<file path="src/rtl/axi_slave_rd_burst_fifo_pkg.sv">
// axi_slave_rd_burst_fifo_pkg: R-channel field widths and FIFO parameter defaults
package axi_slave_rd_burst_fifo_pkg;
    localparam int RDATA_W = 32;
    localparam int RRESP_W = 2;
    localparam int RID_W = 3;
    localparam int R_WORD_W = RDATA_W + RRESP_W + RID_W;
    localparam int DEF_DEPTH_WIDTH = 6;
    localparam int DEF_ALMOST_FULL_NUM = 60;
    localparam int DEF_ALMOST_EMPTY_NUM = 4;
endpackage

</file>
<file path="src/rtl/axi_slave_rd_burst_fifo_dpram.sv">
// axi_slave_rd_burst_fifo_dpram: one write port, asynchronous read port storage array
module axi_slave_rd_burst_fifo_dpram #(
    parameter int WIDTH = 38,
    parameter int ADDR_WIDTH = 6
) (
    input  logic                  clk,
    input  logic                  we,
    input  logic [ADDR_WIDTH-1:0] waddr,
    input  logic [WIDTH-1:0]      wdata,
    input  logic [ADDR_WIDTH-1:0] raddr,
    output logic [WIDTH-1:0]      rdata
);
    logic [WIDTH-1:0] mem [2**ADDR_WIDTH];
    // storage write; contents are deliberately not reset
    always_ff @(posedge clk) begin
        if (we) mem[waddr] <= wdata;
    end
    assign rdata = mem[raddr];
endmodule

</file>
<file path="src/rtl/axi_slave_rd_burst_fifo.sv">
// axi_slave_rd_burst_fifo: FWFT R-channel FIFO with watermarks, complete-burst count and flush
module axi_slave_rd_burst_fifo
    import axi_slave_rd_burst_fifo_pkg::*;
#(
    parameter int DATA_WIDTH = R_WORD_W,
    parameter int DEPTH_WIDTH = DEF_DEPTH_WIDTH,
    parameter int ALMOST_FULL_NUM = DEF_ALMOST_FULL_NUM,
    parameter int ALMOST_EMPTY_NUM = DEF_ALMOST_EMPTY_NUM,
    parameter int BURST_CNT_WIDTH = DEPTH_WIDTH + 1
) (
    input  logic                       clk,
    input  logic                       rstn,
    input  logic                       flush,
    input  logic [DATA_WIDTH-1:0]      s_data,
    input  logic                       s_last,
    input  logic                       s_valid,
    output logic                       s_ready,
    output logic [DATA_WIDTH-1:0]      m_data,
    output logic                       m_last,
    output logic                       m_valid,
    input  logic                       m_ready,
    output logic [DEPTH_WIDTH:0]       level,
    output logic                       almost_full,
    output logic                       almost_empty,
    output logic [BURST_CNT_WIDTH-1:0] burst_cnt,
    output logic                       burst_avail
);
    localparam int AW = DEPTH_WIDTH + 1;
    localparam int DEPTH = 2 ** DEPTH_WIDTH;

    if (!(ALMOST_EMPTY_NUM > 0 && ALMOST_EMPTY_NUM < ALMOST_FULL_NUM && ALMOST_FULL_NUM <= DEPTH)) begin : g_param_err
        $error("axi_slave_rd_burst_fifo: illegal watermark parameters");
    end

    logic [AW-1:0] wr_ptr, rd_ptr, wr_nxt, rd_nxt, lvl_nxt;
    logic [BURST_CNT_WIDTH-1:0] bc_nxt;
    logic push, pop;

    assign push = s_valid && s_ready;
    assign pop = m_valid && m_ready;
    assign level = wr_ptr - rd_ptr;
    assign burst_avail = burst_cnt != '0;

    axi_slave_rd_burst_fifo_dpram #(.WIDTH(DATA_WIDTH + 1), .ADDR_WIDTH(DEPTH_WIDTH)) u_ram (
        .clk   (clk),
        .we    (push),
        .waddr (wr_ptr[DEPTH_WIDTH-1:0]),
        .wdata ({s_last, s_data}),
        .raddr (rd_ptr[DEPTH_WIDTH-1:0]),
        .rdata ({m_last, m_data})
    );

    // next-state pointers and burst count; flush overrides any handshake in the cycle
    always_comb begin
        wr_nxt = flush ? '0 : wr_ptr + AW'(push);
        rd_nxt = flush ? '0 : rd_ptr + AW'(pop);
        lvl_nxt = wr_nxt - rd_nxt;
        bc_nxt = flush ? '0 : burst_cnt + BURST_CNT_WIDTH'(push && s_last) - BURST_CNT_WIDTH'(pop && m_last);
    end

    // state and registered flags, all derived from the next-state pointers
    always_ff @(posedge clk or negedge rstn) begin
        if (!rstn) begin
            wr_ptr <= '0;
            rd_ptr <= '0;
            burst_cnt <= '0;
            s_ready <= 1'b1;
            m_valid <= 1'b0;
            almost_full <= 1'b0;
            almost_empty <= 1'b1;
        end else begin
            wr_ptr <= wr_nxt;
            rd_ptr <= rd_nxt;
            burst_cnt <= bc_nxt;
            s_ready <= !((wr_nxt[AW-1] != rd_nxt[AW-1]) && (wr_nxt[AW-2:0] == rd_nxt[AW-2:0]));
            m_valid <= wr_nxt != rd_nxt;
            almost_full <= lvl_nxt >= AW'(ALMOST_FULL_NUM);
            almost_empty <= lvl_nxt <= AW'(ALMOST_EMPTY_NUM);
        end
    end
endmodule

</file>
<file path="config.mk">
export PLATFORM = sky130hd
export DESIGN_NAME = axi_slave_rd_burst_fifo
export DESIGN_NICKNAME = d
export VERILOG_FILES = /design/src/rtl/axi_slave_rd_burst_fifo_pkg.sv /design/src/rtl/axi_slave_rd_burst_fifo_dpram.sv /design/src/rtl/axi_slave_rd_burst_fifo.sv
export SDC_FILE = /design/constraint.sdc
export NUM_CORES = 2
export LEC_CHECK = 0
export BUFFER_PORTS_ARGS = -buffer_cell sky130_fd_sc_hd__buf_2
export CAP_MARGIN = 15
export CORE_ASPECT_RATIO = 1.75
export CORE_MARGIN = 1.5
export CORE_UTILIZATION = 50
export DETAILED_ROUTE_END_ITERATION = 16
export GPL_TIMING_DRIVEN = 0
export PLACE_DENSITY = 0.78
export REMOVE_ABC_BUFFERS = 1
export SLEW_MARGIN = 0
export SYNTH_ARGS = -nofsm -noshare
export SYNTH_HDL_FRONTEND = slang
export SYNTH_SLANG_ARGS = --single-unit
</file>
<file path="constraint.sdc">
create_clock -name clk -period 3.7 [get_ports clk]
set_input_delay 0.74 -clock clk [delete_from_list [all_inputs] [get_ports clk]]
set_output_delay 0.74 -clock clk [all_outputs]
set_load 0.02 [all_outputs]
</file>
==> flow_metrics.env <==
export IMPL_rows=211
export IMPL_cp_data_required_time_ns=2.96
export IMPL_finalSetupViolCount=138
export IMPL_cp_cell_sequence="buf_12, buf_16, buf_12, buf_16, mux4_2, mux4_2, a22oi_2, nand2_2, buf_6"
export IMPL_synthFlopType="edfxtp_1"
export IMPL_place_inst=6717
export IMPL_first_pass_iters=9
export IMPL_hpwlAfterDp_mm=161
export IMPL_start_util_pct=50.3
export IMPL_grt_busiest_layer="met2"
export IMPL_hp_class="input port to register"
export IMPL_wirelength_mm=359
export IMPL_place_area_sq_um=102000
export IMPL_slew_viol_final=0
export IMPL_grt_max_degree=66
export IMPL_finalPower_mw=63.9
export IMPL_crit_arrival_ns=3.79
export IMPL_layout_setup_ws_ns=-0.826
export IMPL_holdPathEnd="burst_cnt[1]"
export IMPL_finalHoldViolations=0
export IMPL_wl_per_cell_um=48.6
export IMPL_core_region_area_sq_um=189000
export IMPL_finalInstanceArea_sq_um=114000
export IMPL_via_per_inst=7.69
export IMPL_worst_setup_path_type="register to primary output"
export IMPL_cts_made_buffers=201
export IMPL_worstSetupEndpointType="primary output"
export IMPL_drc_errors=0
export IMPL_grtUsageMet2_pct=54.5
export IMPL_max_freq_ghz=0.221
export IMPL_ys_types=67
export IMPL_r2r_end="burst_cnt[6]"
export IMPL_cp_start_kind="register"
export IMPL_synthCells=4214
export IMPL_synth_area_sq_um=94900
export IMPL_die_area_sq_um=192000
export IMPL_die_w_um=332
export IMPL_r2r_slack_ns=-0.71
export IMPL_min_from="flush"
export IMPL_reg2reg_from="rd_ptr[0]"
export IMPL_drive_gt1_share_pct=37.0
export IMPL_nNetsFinal=4836
export IMPL_grt_pass1_vias=54100
export IMPL_clkTransAtPathRegs_ns=0.08
export IMPL_use_met3_pct=12.7
export IMPL_seq_area_frac_synth_pct=77.7
export IMPL_critPathMaxFanout=6
export IMPL_clk_latency_ns=0.88
export IMPL_crit_family="multiplexers"
export IMPL_cts_buffer_depth=4
export IMPL_max_stage_delay_ns=0.55
export IMPL_maxCapViolCount=0
export IMPL_finalNonFillerCells=7392
export IMPL_skew_ns=0.0380
export IMPL_met1_usage_pct=37.8
export IMPL_synth_top_area_share_pct=77.0
export IMPL_synthTopCellsByCount="edfxtp_1 (2432), mux4_2 (616), mux2i_1 (176), nand2_1 (151), nor2_1 (111)"
export IMPL_boundaryPins=100
export IMPL_min_period_ns=4.53
export IMPL_gp_congestion=0.811
export IMPL_antenna_found_initial=32
export IMPL_worstMarginPinSlew_ns=1.34
export IMPL_rr_worst_depth=21
export IMPL_yosys_area_top_type="edfxtp_1"
export IMPL_vias=56800
export IMPL_whs_ns=0.482
export IMPL_track_usage_pct=34.7
export IMPL_status="finished with violations"
export IMPL_ys_warn_count=0
export IMPL_antenna_left=0
export IMPL_grt_ovfl_total=0
export IMPL_synth_area_leaders="edfxtp_1 (77%), mux4_2 (15%), mux2i_1 (1.9%)"
export IMPL_fp_dieH_um=579
export IMPL_synth_seq_cells=2457
export IMPL_rsz0062_at_grt="true"
export IMPL_ir_worst_vdd_uv=382
export IMPL_cp_slowest_cell="dfrtp_4"
export IMPL_h_tree_depth=4
export IMPL_period_share_pct=122
export IMPL_cts_tree="built"
export IMPL_grt_pass1_wl_mm=450
export IMPL_port_buffers=99
export IMPL_leakage_nw=35.8
export IMPL_syn_to_final_growth_pct=20.7
export IMPL_cts_root_buf="clkbuf_16"
export IMPL_syn_avg_cell_area_sq_um=22.5
export IMPL_power_density_nw_per_um2=558
export IMPL_synthArstFlopShare_pct=1.02
export IMPL_violations="negative setup slack"
export IMPL_whs_path_depth=2
export IMPL_maxSlewHeadroom_pct=10.5
export IMPL_synth_edff_count=2432
export IMPL_cp_num_buf_inv=5
export IMPL_clkSinkCount=2457
export IMPL_drtIter0Drc=10900
export IMPL_synth_most_common_cell="edfxtp_1"
==> metrics by stage <==
stage / worst slack [ns] / util (%) / TNS [ns]
after floorplan: -24.37 / - / -1468.44
after global placement: -35.84 / 51.5 / -9189.05
after detailed placement: -2.07 / 53.8 / -48.03
after CTS: -0.686 / 59.8 / -23.61
after global routing: -0.841 / 60.6 / -31.07
final: -0.826 / 60.6 / -37.47
==> state kept, by name (all words and copies together), names as in the netlist <==
name	flops
rd_ptr	7
almost_empty	1
burst_cnt	7
s_ready	1
u_ram.mem	2432
m_valid	1
wr_ptr	7
almost_full	1
==> per-layer routing <==
metal / vias up / share of wire, %
li1: 18900 / -
met1: 27800 / 26
met2: 7565 / 45
met3: 2526 / 17
met4: 40 / 12
met5: - / 0.097
==> how the worst max path moves through the flow <==
stage | from | endpoint | slack (ns) | depth (start not counted)
floorplan | rd_ptr[0] | burst_cnt[6] | -24.37 | 16
global placement | rd_ptr[0] | burst_cnt[6] | -35.84 | 16
detailed placement | rd_ptr[0] | burst_cnt[6] | -2.07 | 20
CTS | rd_ptr[0] | m_data[26] | -0.69 | 8
global route | rd_ptr[0] | burst_cnt[6] | -0.84 | 20
finish | rd_ptr[0] | m_data[6] | -0.83 | 9
==> worst reg2reg max path, delay by kind of cell, from the launching register on <==
kind / cells / cell delay [ns]
AO/OA/AOI/OAI: 8 / 1.46
buffers and inverters: 6 / 0.86
adder cells (fa/ha/maj): 3 / 0.75
flip-flops: 1 / 0.58
AND/OR/NAND/NOR: 3 / 0.44
multiplexers: 1 / 0.16
==> layout by cell type (no fill, tap or decap), types with 15 or more instances in the layout <==
| master | Yosys | final |
|---|---|---|
| dfrtp_1 | 23 | 16 |
| buf_6 | 23 | 64 |
| nor2_1 | 111 | 29 |
| clkbuf_16 | 0 | 212 |
| nand2_2 | 0 | 32 |
| a21oi_2 | 0 | 24 |
| o22ai_1 | 37 | 25 |
| buf_12 | 0 | 162 |
| inv_1 | 27 | 21 |
| nor3_1 | 22 | 19 |
| a22oi_1 | 31 | 19 |
| bufbuf_16 | 0 | 24 |
| o21ai_1 | 8 | 15 |
| a31oi_1 | 27 | 15 |
| clkinv_2 | 0 | 42 |
| buf_16 | 0 | 94 |
| clkbuf_1 | 64 | 36 |
| nand2_1 | 151 | 113 |
| edfxtp_1 | 2432 | 2432 |
| buf_4 | 24 | 136 |
| a21oi_1 | 62 | 30 |
| nor2_4 | 0 | 74 |
| bufinv_16 | 0 | 15 |
| clkinv_1 | 2 | 37 |
| buf_8 | 4 | 15 |
| diode_2 | 0 | 22 |
| buf_2 | 81 | 59 |
| mux2i_1 | 176 | 153 |
| mux4_2 | 616 | 616 |
==> cell type report <==
class / instances / area (sq um)
Fill cell: 11400 / 74300
Multi-Input combinational cell: 1507 / 22000
Inverter: 31 / 211
Clock inverter: 117 / 1010
Sequential cell: 2457 / 73700
Timing Repair inverter: 5 / 61.3
Clock buffer: 242 / 5280
Timing Repair Buffer: 562 / 9060
Antenna cell: 22 / 55.1
Tap cell: 2449 / 3060
==> report_power, final <==
group / internal, mW / switching [mW] / leakage (nW)
Sequential: 30.7 / 0.111 / 22.2
Combinational: 5.75 / 5.52 / 10.5
Clock: 11.3 / 10.5 / 3.10
Total: 47.7 / 16.2 / 35.8
==> repair_timing <==
item	4_1_cts	5_1_grt
setup endpoints to repair	55	90
gates resized for setup	390	199
cloned	66	7
hold buffers	1	0
setup buffers	152	80
hold endpoints to repair	10	0
pin swaps	71	90
==> kinds of logic (layout without fill, tap and decap cells) <==
family / count (synthesis) / count (layout) / share of synthesized area (%)
AND/OR/NAND/NOR: 370 / 370 / 1.70
multiplexers: 806 / 806 / 16.6
AO/OA/AOI/OAI: 280 / 280 / 1.96
flip-flops: 2457 / 2457 / 77.7
adder cells (fa/ha/maj): 28 / 28 / 0.393
XOR/XNOR: 23 / 23 / 0.227
buffers and inverters: 250 / 957 / 1.42
other: 0 / 22 / 0
No activity file was read; power rests on OpenSTA's default activity.
